$ cat config.mk
export PLATFORM = sky130hd
export DESIGN_NAME = s_mem_arbiter
export DESIGN_NICKNAME = d
export VERILOG_FILES = /design/src/rtl/s_mem_arbiter.sv
export SDC_FILE = /design/constraint.sdc
export NUM_CORES = 1
export LEC_CHECK = 0
export BUFFER_PORTS_ARGS = -buffer_cell sky130_fd_sc_hd__buf_2
export CAP_MARGIN = 20
export CELL_PAD_IN_SITES_DETAIL_PLACEMENT = 2
export CELL_PAD_IN_SITES_GLOBAL_PLACEMENT = 2
export CORE_UTILIZATION = 10
export DETAILED_ROUTE_END_ITERATION = 8
export MAX_ROUTING_LAYER = met4
export PLACE_DENSITY = 0.76
export REMOVE_ABC_BUFFERS = 1
export SYNTH_ARGS = -nofsm -noshare
export SYNTH_HDL_FRONTEND = slang
export SYNTH_SLANG_ARGS = --single-unit
$ cat constraint.sdc
create_clock -name clk -period 1.7 [get_ports clk]
set_input_delay 0.17 -clock clk [delete_from_list [all_inputs] [get_ports clk]]
set_output_delay 0.17 -clock clk [all_outputs]
set_load 0.05 [all_outputs]
$ cat src/rtl/s_mem_arbiter.sv
// s_mem_arbiter: shares the single-port 256x8 RC4 S-array RAM between init, key-schedule and PRGA clients.
// Build option: define ARB_ROUND_ROBIN_EN for round-robin arbitration; otherwise fixed priority 0 > 1 > 2.
module s_mem_arbiter #(
  parameter int NUM_CLIENTS = 3,
  parameter int RD_LATENCY  = 1
) (
  input  logic                       clk,
  input  logic                       reset,
  input  logic [NUM_CLIENTS-1:0]     req,
  input  logic [NUM_CLIENTS-1:0]     lock,
  input  logic [8*NUM_CLIENTS-1:0]   client_addr,
  input  logic [8*NUM_CLIENTS-1:0]   client_data,
  input  logic [NUM_CLIENTS-1:0]     client_wren,
  output logic [NUM_CLIENTS-1:0]     gnt,
  output logic [7:0]                 mem_address,
  output logic [7:0]                 mem_data,
  output logic                       mem_wren,
  input  logic [7:0]                 mem_q,
  output logic [7:0]                 q,
  output logic [NUM_CLIENTS-1:0]     rvalid
);

  localparam int IDX_W = $clog2(NUM_CLIENTS);

  logic [NUM_CLIENTS-1:0] r_gnt;
  logic [IDX_W-1:0]       r_last;
  logic [NUM_CLIENTS-1:0] r_rd_pipe [RD_LATENCY];

  logic [NUM_CLIENTS-1:0] w_sel;
  logic [NUM_CLIENTS-1:0] w_gnt_next;
  logic [IDX_W-1:0]       w_last_next;
  logic                   w_hold;
  logic [NUM_CLIENTS-1:0] w_rd_tag;
  logic [7:0]             w_addr_term [NUM_CLIENTS];
  logic [7:0]             w_data_term [NUM_CLIENTS];
  logic [NUM_CLIENTS-1:0] w_wren_term;

  // Per-client AND terms; the one-hot grant makes the OR below a clean mux.
  genvar gi;
  generate
    for (gi = 0; gi < NUM_CLIENTS; gi++) begin : g_mux
      assign w_addr_term[gi] = {8{r_gnt[gi]}} & client_addr[8*gi +: 8];
      assign w_data_term[gi] = {8{r_gnt[gi]}} & client_data[8*gi +: 8];
      assign w_wren_term[gi] = r_gnt[gi] & req[gi] & client_wren[gi];
    end
  endgenerate

  always_comb begin
    mem_address = 8'h00;
    mem_data    = 8'h00;
    for (int i = 0; i < NUM_CLIENTS; i++) begin
      mem_address = mem_address | w_addr_term[i];
      mem_data    = mem_data    | w_data_term[i];
    end
  end

  assign mem_wren = |w_wren_term;
  assign gnt      = r_gnt;
  assign q        = mem_q;
  assign rvalid   = r_rd_pipe[RD_LATENCY-1];
  assign w_hold   = |(r_gnt & req & lock);
  assign w_rd_tag = r_gnt & req & ~client_wren;

`ifdef ARB_ROUND_ROBIN_EN
  always_comb begin
    int idx;
    idx   = 0;
    w_sel = '0;
    for (int k = 1; k <= NUM_CLIENTS; k++) begin
      idx = (int'(r_last) + k) % NUM_CLIENTS;
      if (w_sel == '0 && req[idx]) begin
        w_sel[idx] = 1'b1;
      end
    end
  end
`else
  always_comb begin
    w_sel = '0;
    for (int k = 0; k < NUM_CLIENTS; k++) begin
      if (w_sel == '0 && req[k]) begin
        w_sel[k] = 1'b1;
      end
    end
  end

  // The pointer is kept up to date so either build behaves the same if the option is flipped.
  logic w_unused_last;
  assign w_unused_last = ^r_last;
`endif

  assign w_gnt_next = w_hold ? r_gnt : w_sel;

  always_comb begin
    w_last_next = r_last;
    for (int i = 0; i < NUM_CLIENTS; i++) begin
      if (w_gnt_next[i]) begin
        w_last_next = IDX_W'(i);
      end
    end
  end

  always_ff @(posedge clk) begin
    if (reset) begin
      r_gnt  <= '0;
      r_last <= IDX_W'(NUM_CLIENTS - 1);
    end else begin
      r_gnt  <= w_gnt_next;
      r_last <= w_last_next;
    end
  end

  // Read-tag pipe matches the RAM read latency so rvalid lines up with mem_q.
  generate
    for (gi = 0; gi < RD_LATENCY; gi++) begin : g_pipe
      always_ff @(posedge clk) begin
        if (reset) begin
          r_rd_pipe[gi] <= '0;
        end else if (gi == 0) begin
          r_rd_pipe[gi] <= w_rd_tag;
        end else begin
          r_rd_pipe[gi] <= r_rd_pipe[(gi == 0) ? 0 : gi-1];
        end
      end
    end
  endgenerate

endmodule

# After elaboration in Yosys (flattened, before gate mapping)
# Memories as Yosys holds them, arrays and structs flattened.
# Cells that the tools add are included.
[classes] n_reduce_logical=6 mux=8 n_bitwise=21
[op_table] op="$and 8x8->8" count=6
[op_table] op="$or 8x8->8" count=4
[op_table] op="$and 3x3->3" count=3
[op_table] op="$reduce_or 3->1" count=3
[op_table] op="$mux 1" count=7
[op_table] op="$and 1x1->1" count=6
[op_table] op="$mux 3" count=1
[op_table] op="$not 3->3" count=1
[op_table] op="$logic_and 1x1->1" count=2
[op_table] op="$logic_not 2->1" count=1
[op_table] op="$not 1->1" count=1
[word_totals] memories=1 in_bits=67 mem_bits_rw=3 out_inout_bits=31 ff_bits=3 wordCells=37
[memory_table] name="r_rd_pipe" words=1 word_bits=3 rd=1 rd_clocked_by_memory_dff=0 write_ports=1 line_no="27" rtl="logic [NUM_CLIENTS-1:0] r_rd_pipe [RD_LATENCY];"

# Longest topological paths before layout
[depth] ltp_word=7 ltp_mapped=4 depth_no_buf=3

# Worst setup path before layout
# OpenSTA, ideal clock, no wires.
[synth_timing] path_type="register to output" from="register r_gnt[2] (netlist: gnt[2])" to="output port mem_wren" n_path_buf=2 stages_incl_launch_ff=5 path_slack_ns=-0.154 arrival_time_ns=1.684 path_cell_list="dfxtp_1 -> buf_2 -> buf_1 -> nand3_1 -> nand3_1"
[synth_via] elab_chain_len=3
[synth_lines] item="start, declared" line_no="25" rtl="logic [NUM_CLIENTS-1:0] r_gnt;"
[synth_lines] item="start signal, assigned" line_no="107" rtl="r_gnt <= w_gnt_next;"
[synth_lines] item="$and 1x1->1 (2 in series)" line_no="44" rtl="assign w_wren_term[gi] = r_gnt[gi] & req[gi] & client_wren[gi];"
[synth_lines] item="$reduce_or 3->1" line_no="57" rtl="assign mem_wren = |w_wren_term;"
[synth_lines] item="end, declared" line_no="17" rtl="output logic mem_wren,"
# No other way between the ends.

# Worst setup path in the final report
[layout_timing] from="register r_gnt[1] (netlist: gnt[1])" to="output port mem_address[7]"
[layout_via] elab_chain_len=3
[layout_lines] item="$and 8x8->8" line_no="42" rtl="assign w_addr_term[gi] = {8{r_gnt[gi]}} & client_addr[8*gi +: 8];"
[layout_lines] item="$or 8x8->8 (2 in series)" line_no="52" rtl="mem_address = mem_address | w_addr_term[i];"
[layout_lines] item="end, declared" line_no="15" rtl="output logic [7:0] mem_address,"
# No other way between the ends.

==> metrics.txt <==
largest net degree at the start of global routing 13; Chip Width 78.28 um; CP Data Required Time 1.53 ns; Die Footprint 6127 um2; # IOs 98; Hold Crit Class in2reg; Setup Fix Bufs, Post-CTS 0; Worst EP arrival 1.37 ns; VDD IR max 158.0 uV; Syn Inst Count 77; clk sink count 6; cell taking the most area after synthesis a222oi_1; Final Wtd Congestion 0.7225; Synth Flop Type dfxtp_1; CTS tree built; GRT Overall Usage 0.09774; CTS resizes 0; port buffer count 81; outcome completed; Seq/Total Area, Yosys 0.2065; Layout Nets 222; final setup fails 0; mux share of post-synthesis cell area 0.01720; critical path launch point type flip-flop; Final period util 0.9051; chip height 78.28 um; number of vias per cell 4.280; routed len/inst 13.36 um; Final WS setup 0.1613 ns; GRT Residual Overflow 0; simple-gate share of the synthesized area 0.2151; Pleak 0.6820 nW; crit path max fanout 8; Initial Util 0.1050; Clk Latency, worst-skew pair 0.22 ns; Mapped Area 581.8 um2; DP HPWL 2.496 mm; syn_area_per_cell 7.556 um2; CTS Root Cell clkbuf_8; Row Count 27; area share of fa/ha/maj cells after synthesis 0; post-route ant nets 0; worst slew pin tran 0.2707 ns; f_max 0.6499 GHz; Inserted Diodes 0; RSZ-0062 raised after global routing no; drt pass-1 iters 6; routed vias 963; total CTS buffers 3; WHS 0.1310 ns; unique cell type count in the Yosys netlist 21; commonest cells in the netlist a222oi_1, inv_1, buf_4, dfxtp_1; first-pass GRT wire length 4.609 mm; r2r worst-path depth 3; DP Worst Slack 0.3395 ns; hold path cells 2; Final Max Tran Viols 0; Pwr Density 667.9 nW/um2; max incr delay on CP 0.36 ns; post-route DRC violation count 0; main combinational cell family by area after synthesis compound AO/OA/AOI/OAI gates; Synth Area in XOR/XNOR 0; FFs w/ async S/R, synth 0; CP max stage cell dfxtp_1; H-tree depth 1; synth warn 0; largest buffer count on any clock path 2; #FFs+latches synth 6; final hold viol count 0; CP cell instances buf_4, a222oi_1, inv_1, buf_2; vias in the first global route 1012; Area after DPL 1036 um2; Post-synth EDFFs 0; final wirelength 3.007 mm; total negative slack 0 ns; area grow syn2layout 85.16%; layout cells sized above 1 0.5948; initial antenna violation count 0; Worst Setup Path Type reg2out; hold_buf cts 0; top-area cell type share of the netlist area 0.2753; Initial DRC Count 61; fin crit period 1.539 ns; core area 5540 um2; Slew headroom 0.8195; Setup Skew 0.001261 ns; MaxCap Viol Count 0; clk slew on worst S/H paths 0.04 ns; Critical Path Sink Type output pin; compound-gate portion of the synthesized area 0.3097; final instance area 1077 um2; Synth area leaders a222oi_1, dfxtp_1, buf_4
[flip-flops by register name, indices dropped and copies added, names as in the netlist]
register and cells:
gnt 3, r_rd_pipe 3
[where the power goes]
group	switching (mW)	leakage [nW]	internal, mW
combinational	0.234	0.612	0.119
clock	0.0625	0.0216	0.152
sequential	0.00483	0.0489	0.147
[path summary, 6_finish.rpt]
kind             startpoint               to  slack, ns
max                  gnt[1]   mem_address[7]       0.16
min          client_wren[1]  r_rd_pipe[0][1]       0.13
max reg2reg          gnt[1]           gnt[1]       0.34
min reg2reg          gnt[1]  r_rd_pipe[0][1]       0.54
[final cells by class]
type                    count  area [um2]
multi-input cells          41       315.3
well taps                  72       90.09
repair buffers             87       450.4
inverters                  16       60.06
clock buffers               3       41.29
flip-flops and latches      6       120.1
fillers                   704        4463
[critical path: cells and delay by family (launching register included)]
family / cells / cell delay [ns]
buf+inv: 3 / 0.48
flops: 1 / 0.36
compound gates: 1 / 0.31
[cell families after synthesis]
logic type / count (synthesis)
compound gates: 19
buf+inv: 30
flops: 6
mux: 1
simple gates: 21
[routing by layer]
layer  track usage  vias to the layer above  part of all wire
li1              -                      441                 -
met1       0.09444                      466              0.38
met2        0.1789                       54              0.52
met3       0.03721                        2             0.094
met4       0.03148                        0            0.0063
met5             -                        -                 0
[metrics by stage]
| step | power [mW] | std cells | utilization |
|---|---|---|---|
| finish | 0.7195 | 225 | 0.1944 |
| global route | 0.7656 | 225 | 0.1944 |
| CTS | 0.7299 | 225 | 0.1944 |
| detailed placement | 0.5107 | 222 | 0.1870 |
| global placement | 0.5062 | 222 | 0.1870 |
| floorplan | 0.3674 | 63 | - |
[cells in the final DEF, fill, tap and decap left out, types with 2 or more instances in the layout]
master    synthesis  final
nand3_1           4      4
a222oi_1         16     16
nand2_1           3      3
and3_1            2      2
buf_2             3     81
nor3_1            4      4
clkbuf_8          0      3
or4_1             2      2
dfxtp_1           6      6
nand2b_1          2      2
inv_1            16     16
buf_4             8      6
(Power assumes the default switching activity.)
